`src/rtl/sponge_pkg.sv`:
```
// Shared sponge definitions: default widths, domain-separator layout and squeeze FSM states.
package sponge_pkg;
    localparam int CWIDTH   = 320;
    localparam int RWIDTH   = 192;
    localparam int XWIDTH   = 128;
    localparam int IWIDTH   = 128;
    localparam int DS_WIDTH = 4;

    localparam logic [DS_WIDTH-1:0] DS_ABSORB_MID  = 4'd0;
    localparam logic [1:0]          DS_SQUEEZE_PAD = 2'b00;
    localparam logic [7:0]          F_RC_BASE      = 8'hA5;

    typedef enum logic [2:0] {
        IDLE    = 3'd0,
        LOAD    = 3'd1,
        EMIT    = 3'd2,
        RESTART = 3'd3,
        RUNF    = 3'd4,
        DONE    = 3'd5
    } sq_state_t;

    // Squeeze ds: domain bits on top, low two bits reserved for the squeeze marker.
    function automatic logic [DS_WIDTH-1:0] squeeze_ds(input logic [1:0] domain);
        return {domain, DS_SQUEEZE_PAD};
    endfunction
endpackage

```
`src/rtl/squeeze_f.sv`:
```
// Iterative F permutation over {c,r,x}: injects i into r and ds into c, then one round per cycle.
// fdone rises max(rounds,1)+1 cycles after the first en cycle and holds until reset.
module squeeze_f #(
    parameter int CWIDTH      = 320,
    parameter int RWIDTH      = 192,
    parameter int XWORDS32    = 4,
    parameter int IWIDTH      = 128,
    parameter int DS_WIDTH    = 4,
    parameter int ROUND_COUNT = 4
) (
    input  logic                   clk,
    input  logic                   reset,
    input  logic                   en,
    input  logic [IWIDTH-1:0]      i,
    input  logic [DS_WIDTH-1:0]    ds,
    input  logic [ROUND_COUNT-1:0] rounds,
    input  logic [CWIDTH-1:0]      c_in,
    input  logic [RWIDTH-1:0]      r_in,
    input  logic [32*XWORDS32-1:0] x_in,
    output logic [CWIDTH-1:0]      c_out,
    output logic [RWIDTH-1:0]      r_out,
    output logic [32*XWORDS32-1:0] x_out,
    output logic                   fdone
);
    import sponge_pkg::*;

    localparam int XW = 32 * XWORDS32;
    localparam int SW = CWIDTH + RWIDTH + XW;

    logic [SW-1:0]          s_q, s_d, s_rot;
    logic [ROUND_COUNT-1:0] cnt_q, cnt_d;
    logic                   busy_q, busy_d, done_q, done_d;
    logic [7:0]             rc;

    assign s_rot = {s_q[SW-8:0], s_q[SW-1:SW-7]};
    assign rc    = F_RC_BASE ^ 8'(cnt_q);

    always_comb begin
        s_d    = s_q;
        cnt_d  = cnt_q;
        busy_d = busy_q;
        done_d = done_q;
        if (en && !busy_q && !done_q) begin
            s_d    = {c_in ^ CWIDTH'(ds), r_in ^ RWIDTH'(i), x_in};
            cnt_d  = '0;
            busy_d = 1'b1;
        end else if (busy_q) begin
            s_d   = s_rot ^ (s_q >> 3) ^ SW'(rc);
            cnt_d = cnt_q + ROUND_COUNT'(1);
            // rounds==0 still runs a single round
            if ((cnt_q + ROUND_COUNT'(1)) >= rounds) begin
                busy_d = 1'b0;
                done_d = 1'b1;
            end
        end
    end

    always_ff @(posedge clk) begin
        if (reset) begin
            s_q    <= '0;
            cnt_q  <= '0;
            busy_q <= 1'b0;
            done_q <= 1'b0;
        end else begin
            s_q    <= s_d;
            cnt_q  <= cnt_d;
            busy_q <= busy_d;
            done_q <= done_d;
        end
    end

    assign c_out = s_q[SW-1 -: CWIDTH];
    assign r_out = s_q[XW +: RWIDTH];
    assign x_out = s_q[XW-1:0];
    assign fdone = done_q;
endmodule

```
`src/rtl/squeeze.sv`:
```
// Sponge squeeze: emits NUMBLOCKS blocks of rReg[OWIDTH-1:0], running F between blocks.
// First out_valid two cycles after en; out_valid/out_block hold until out_ready completes the handshake.
module squeeze #(
    parameter int CWIDTH      = sponge_pkg::CWIDTH,
    parameter int RWIDTH      = sponge_pkg::RWIDTH,
    parameter int XWIDTH      = sponge_pkg::XWIDTH,
    parameter int OWIDTH      = 128,
    parameter int NUMBLOCKS   = 4,
    parameter int ROUND_COUNT = 4
) (
    input  logic                   clk,
    input  logic                   reset,
    input  logic                   en,
    input  logic [CWIDTH-1:0]      c,
    input  logic [RWIDTH-1:0]      r,
    input  logic [XWIDTH-1:0]      x,
    input  logic [1:0]             domain,
    input  logic [ROUND_COUNT-1:0] rounds,
    output logic [OWIDTH-1:0]      out_block,
    output logic                   out_valid,
    input  logic                   out_ready,
    output logic [CWIDTH-1:0]      cout,
    output logic [RWIDTH-1:0]      rout,
    output logic [XWIDTH-1:0]      xout,
    output logic                   done
);
    import sponge_pkg::*;

    localparam int KW = $clog2(NUMBLOCKS) + 1;

    sq_state_t              state_q, state_d;
    logic [CWIDTH-1:0]      c_q, c_d, f_c;
    logic [RWIDTH-1:0]      r_q, r_d, f_r;
    logic [XWIDTH-1:0]      x_q, x_d, f_x;
    logic [1:0]             domain_q, domain_d;
    logic [ROUND_COUNT-1:0] rounds_q, rounds_d;
    logic [KW-1:0]          k_q, k_d;
    logic                   f_reset, f_en, fdone;

    always_comb begin
        state_d  = state_q;
        c_d      = c_q;
        r_d      = r_q;
        x_d      = x_q;
        domain_d = domain_q;
        rounds_d = rounds_q;
        k_d      = k_q;
        f_reset  = 1'b0;
        f_en     = 1'b0;
        case (state_q)
            IDLE: if (en) state_d = LOAD;
            LOAD: begin
                c_d      = c;
                r_d      = r;
                x_d      = x;
                domain_d = domain;
                rounds_d = rounds;
                k_d      = '0;
                state_d  = EMIT;
            end
            EMIT: if (out_ready) begin
                if (k_q == KW'(NUMBLOCKS - 1)) begin
                    state_d = DONE;
                end else begin
                    k_d     = k_q + KW'(1);
                    state_d = RESTART;
                end
            end
            // F keeps fdone high from the previous run, so clear it before each new run
            RESTART: begin
                f_reset = 1'b1;
                state_d = RUNF;
            end
            RUNF: begin
                f_en = 1'b1;
                if (fdone) begin
                    c_d     = f_c;
                    r_d     = f_r;
                    x_d     = f_x;
                    state_d = EMIT;
                end
            end
            DONE: if (!en) state_d = IDLE;
            default: state_d = IDLE;
        endcase
    end

    always_ff @(posedge clk) begin
        if (reset) begin
            state_q  <= IDLE;
            c_q      <= '0;
            r_q      <= '0;
            x_q      <= '0;
            domain_q <= '0;
            rounds_q <= '0;
            k_q      <= '0;
        end else begin
            state_q  <= state_d;
            c_q      <= c_d;
            r_q      <= r_d;
            x_q      <= x_d;
            domain_q <= domain_d;
            rounds_q <= rounds_d;
            k_q      <= k_d;
        end
    end

    squeeze_f #(
        .CWIDTH     (CWIDTH),
        .RWIDTH     (RWIDTH),
        .XWORDS32   (XWIDTH / 32),
        .IWIDTH     (IWIDTH),
        .DS_WIDTH   (DS_WIDTH),
        .ROUND_COUNT(ROUND_COUNT)
    ) u_f (
        .clk   (clk),
        .reset (reset | f_reset),
        .en    (f_en),
        .i     ('0),
        .ds    (squeeze_ds(domain_q)),
        .rounds(rounds_q),
        .c_in  (c_q),
        .r_in  (r_q),
        .x_in  (x_q),
        .c_out (f_c),
        .r_out (f_r),
        .x_out (f_x),
        .fdone (fdone)
    );

    assign out_valid = (state_q == EMIT);
    assign out_block = out_valid ? r_q[OWIDTH-1:0] : '0;
    assign done      = (state_q == DONE);
    assign cout      = done ? c_q : '0;
    assign rout      = done ? r_q : '0;
    assign xout      = done ? x_q : '0;
endmodule
```
`config.mk`:
```
export PLATFORM = sky130hd
export DESIGN_NAME = squeeze
export DESIGN_NICKNAME = d
export VERILOG_FILES = /design/src/rtl/sponge_pkg.sv /design/src/rtl/squeeze_f.sv /design/src/rtl/squeeze.sv
export SDC_FILE = /design/constraint.sdc
export NUM_CORES = 2
export LEC_CHECK = 0
export BUFFER_PORTS_ARGS = -buffer_cell sky130_fd_sc_hd__buf_2
export CAP_MARGIN = 10
export CORE_AREA = 2 2 558 560
export DETAILED_ROUTE_END_ITERATION = 6
export DIE_AREA = 0 0 560 562
export GPL_TIMING_DRIVEN = 0
export PLACE_DENSITY = 0.38
export SLEW_MARGIN = 10
export SYNTH_ARGS = -nofsm -noshare
export SYNTH_HDL_FRONTEND = slang
export SYNTH_SLANG_ARGS = --single-unit
```
`constraint.sdc`:
```
create_clock -name clk -period 4.4 [get_ports clk]
set_clock_uncertainty 0.2 [all_clocks]
set_input_delay 0.88 -clock clk [delete_from_list [all_inputs] [get_ports clk]]
set_output_delay 0.88 -clock clk [all_outputs]
set_load 0.05 [all_outputs]
```
==> out/metrics.cfg <==
[drt]
wl_per_cell_microns=28.5
drtAntennaViolNets=0
route.detailed.vias_per_inst=4.87
drt-initial-drc-count=5074
number_of_vias_after_detailed_routing=68006
first_pass_iters=6
route.detailed.drc=0
totalWireLength_microns=398000

[cts]
cts_sink_count=1298
clock_latency_on_the_worst_skew_pair_ps=870
cts_made_buffers=171
cts-htree-levels=4
cts.reportedPaths.clkPinSlew_ps=60
ctsRootBufferMaster=sky130_fd_sc_hd__clkbuf_16
ctsLongestPathBuffers=4
cts_tree=done

[sta]
tightest_slew_ps=1320
maxSlewViolCount=0
totalNegativeSetupSlack_ps=0
finalWorstSetupSlack_ps=121
fin_crit_ps=4280
timing.final.hold_violations=0
max_freq_mhz=234
max_slew_margin_pct=12.3
period_share_pct=97.2
setup_viol=0

[worst_setup_path]
cp-start-kind=register
reg2regPathDepth=7
timing.reg2reg.setup_slack_ps=220
worst-path-max-fanout=10
r2r_start=state_q[1]
crit_path_required_time_ps=3320
endpoint_type_of_the_worst_setup_path=output pin
worst_r2r_endpoint=c_q[257]
timing.critical_path.arrival_ps=3200
critPathKind=register to output pin

[global_routing]
grt_util_all_layers_pct=24.1
wire_length_of_the_first_global_routing_pass_microns=546000
met2_usage_pct=40.8
grt.busiest_layer=met2
first_global_vias=67771
met1_usage_pct=30.0
globalRouteMet3Util_pct=4.48
number_of_antenna_violations_at_the_first_check_in_global_routing=114
pin_count_of_the_biggest_net_entering_global_routing=13
gr-total-overflow=0

[logic_synthesis]
synth_warnings=0
yosys.area.top_type_share_pct=40.4
postSynthRegisterBits=1298
synth.avg_cell_area_sq_um=7.99
postSynthCellCount=8048
commonest_cells_in_the_synthesized_netlist=sky130_fd_sc_hd__nand2_1 (1644), sky130_fd_sc_hd__dfxtp_1 (1298), sky130_fd_sc_hd__and2_1 (768)
synthDominantAreaCellType=sky130_fd_sc_hd__dfxtp_1
synth-main-ff-cell=sky130_fd_sc_hd__dfxtp_1
synth_area_leaders=sky130_fd_sc_hd__dfxtp_1 (40%), sky130_fd_sc_hd__nand2_1 (9.6%), sky130_fd_sc_hd__a311oi_1 (8.7%)
synthMostInstantiatedCell=sky130_fd_sc_hd__nand2_1
seq_area_frac_synth_pct=40.4
syn-cell-area_sq_um=64300
mappedNetlistNets=8705
synth_edf_count=0
synthDistinctLibCells=41
share_of_async_settable_or_async_resettable_flops_after_synthesis_pct=0

[floorplan]
die_w_microns=560
initial_core_util_pct=20.8
design.die.area_sq_um=315000
core_sq_um=308000
dieHeight_microns=562
placementRows=204
io_pins=1420

[status]
status=finished, final reports clean

[placement]
finalWeightedCongestion=1.11
dp_hpwl_microns=321000
placement.io_buffers=1418
worst_case_setup_slack_after_placement_ps=-1530

[cells_and_area]
filler_cell_count=34152
multi_input_gate_area_sq_um=35400
area.growth.synth_to_final_pct=29.9
post_layout_net_count=10311
register_area_sq_um=26000
drive_gt1_share_pct=20.3

[worst_hold_path]
min-delay-start=c[181]
hold-path-endpoint=c_q[181]
worstHoldPathCells=3
hold_path_class=input pin to register

[job]
drv.max_cap_violation_count=0

[pwr]
power_per_cell_area_nw_per_um2=375
power.leakage_nw=34.1
vdd_ir_drop_max_mv=0.306

[registers in the layout, summed over array words and instances (netlist names)]
signal,cells
k_q,3
u_f.cnt_q,4
u_f.fdone,1
x_q,128
state_q,3
c_q,320
domain_q,2
r_q,192
u_f.s_q,640
rounds_q,4
u_f.busy_q,1
[metrics by stage]
stage	hold slack (ps)	power [mW]	cells	cell area, sq um	util (%)
after floorplan	266	15.1	8048	64300	-
after global placement	294	17.0	13586	76500	24.8
after detailed placement	306	17.1	13595	76800	24.9
after CTS	3.26	31.6	13907	83300	27.0
after global routing	49.4	32.4	13954	83500	27.1
final	85.0	31.3	13974	83500	27.1
[per-layer routing]
layer,part of all wire (%),vias up
met5,0.12,-
met4,4.6,74
met3,6.2,580
met2,47,2568
met1,42,33407
li1,-,31377
[placed cells by master, fill, tap and decap left out, types with 11 or more instances in the layout]
| cell | synthesis | layout |
|---|---|---|
| sky130_fd_sc_hd__nor2_1 | 664 | 664 |
| sky130_fd_sc_hd__and2_1 | 768 | 695 |
| sky130_fd_sc_hd__o22ai_1 | 350 | 350 |
| sky130_fd_sc_hd__buf_1 | 28 | 28 |
| sky130_fd_sc_hd__nand2_1 | 1644 | 1644 |
| sky130_fd_sc_hd__dfxtp_1 | 1298 | 1298 |
| sky130_fd_sc_hd__clkbuf_8 | 0 | 54 |
| sky130_fd_sc_hd__nor2b_1 | 280 | 280 |
| sky130_fd_sc_hd__clkbuf_4 | 0 | 11 |
| sky130_fd_sc_hd__clkbuf_16 | 0 | 180 |
| sky130_fd_sc_hd__a311oi_1 | 640 | 640 |
| sky130_fd_sc_hd__clkbuf_2 | 0 | 55 |
| sky130_fd_sc_hd__diode_2 | 0 | 67 |
| sky130_fd_sc_hd__clkinv_2 | 0 | 30 |
| sky130_fd_sc_hd__buf_2 | 132 | 1389 |
| sky130_fd_sc_hd__a21oi_1 | 14 | 14 |
| sky130_fd_sc_hd__xnor2_1 | 285 | 285 |
| sky130_fd_sc_hd__clkbuf_1 | 601 | 562 |
| sky130_fd_sc_hd__buf_4 | 2 | 152 |
| sky130_fd_sc_hd__o21ai_0 | 61 | 61 |
| sky130_fd_sc_hd__xor2_1 | 361 | 361 |
| sky130_fd_sc_hd__and2_2 | 0 | 63 |
| sky130_fd_sc_hd__a211oi_1 | 558 | 558 |
| sky130_fd_sc_hd__o21ai_1 | 301 | 300 |
| sky130_fd_sc_hd__mux2i_1 | 15 | 15 |
[area by class of cell]
cell class,instances,area share [%]
clock inverter,47,0.575
antenna,67,0.201
timing repair buffer,1433,9.36
sequential,1298,31.1
tap,4120,6.17
clock buffer,259,6.14
multi-input combinational,5979,42.4
inverter,8,0.0360
buffer,763,4.05
[report_power, final]
| group | switching [mW] | internal [mW] | leakage [nW] |
|---|---|---|---|
| clock network | 6.00 | 8.40 | 2.78 |
| registers | 1.01 | 12.4 | 10.6 |
| logic | 2.25 | 1.16 | 20.7 |
| total | 9.27 | 22.0 | 34.1 |
[worst max-delay path, stage by stage (launching register included)]
cell	delay (ps)
sky130_fd_sc_hd__dfxtp_1	290
sky130_fd_sc_hd__buf_2	190
sky130_fd_sc_hd__inv_1	210
sky130_fd_sc_hd__and3_4	350
sky130_fd_sc_hd__buf_16	200
sky130_fd_sc_hd__clkbuf_8	260
sky130_fd_sc_hd__clkbuf_2	250
sky130_fd_sc_hd__and2_1	300
sky130_fd_sc_hd__buf_4	250
[kinds of logic after synthesis]
logic type | synth area share, %
and+or+nand+nor | 24.0
AOI/OAI and AO/OA | 21.7
DFF | 40.4
buffers and inverters | 4.77
xor gates and xnor gates | 8.80
muxes | 0.251
adders and majority gates | 0.136
[worst max-delay path by stage]
stage                    start            to  depth (start not counted)
floorplan           state_q[0]     xout[118]                          6
global placement         reset  u_f.s_q[243]                          6
detailed placement  state_q[0]       xout[3]                          8
CTS                 state_q[1]       xout[6]                          9
global route        state_q[0]     xout[108]                          8
finish              state_q[1]     cout[207]                          8
[what timing repair did]
action | in CTS | in global routing
hold endpoints to repair | 4 | 0
hold buffers | 4 | 0
pin swaps | 1 | 1
gates cloned | 1 | 0
buffers inserted | 1 | 0
setup endpoints to repair | 761 | 113
gates resized for setup | 359 | 25
No activity file was read; power rests on OpenSTA's default activity.
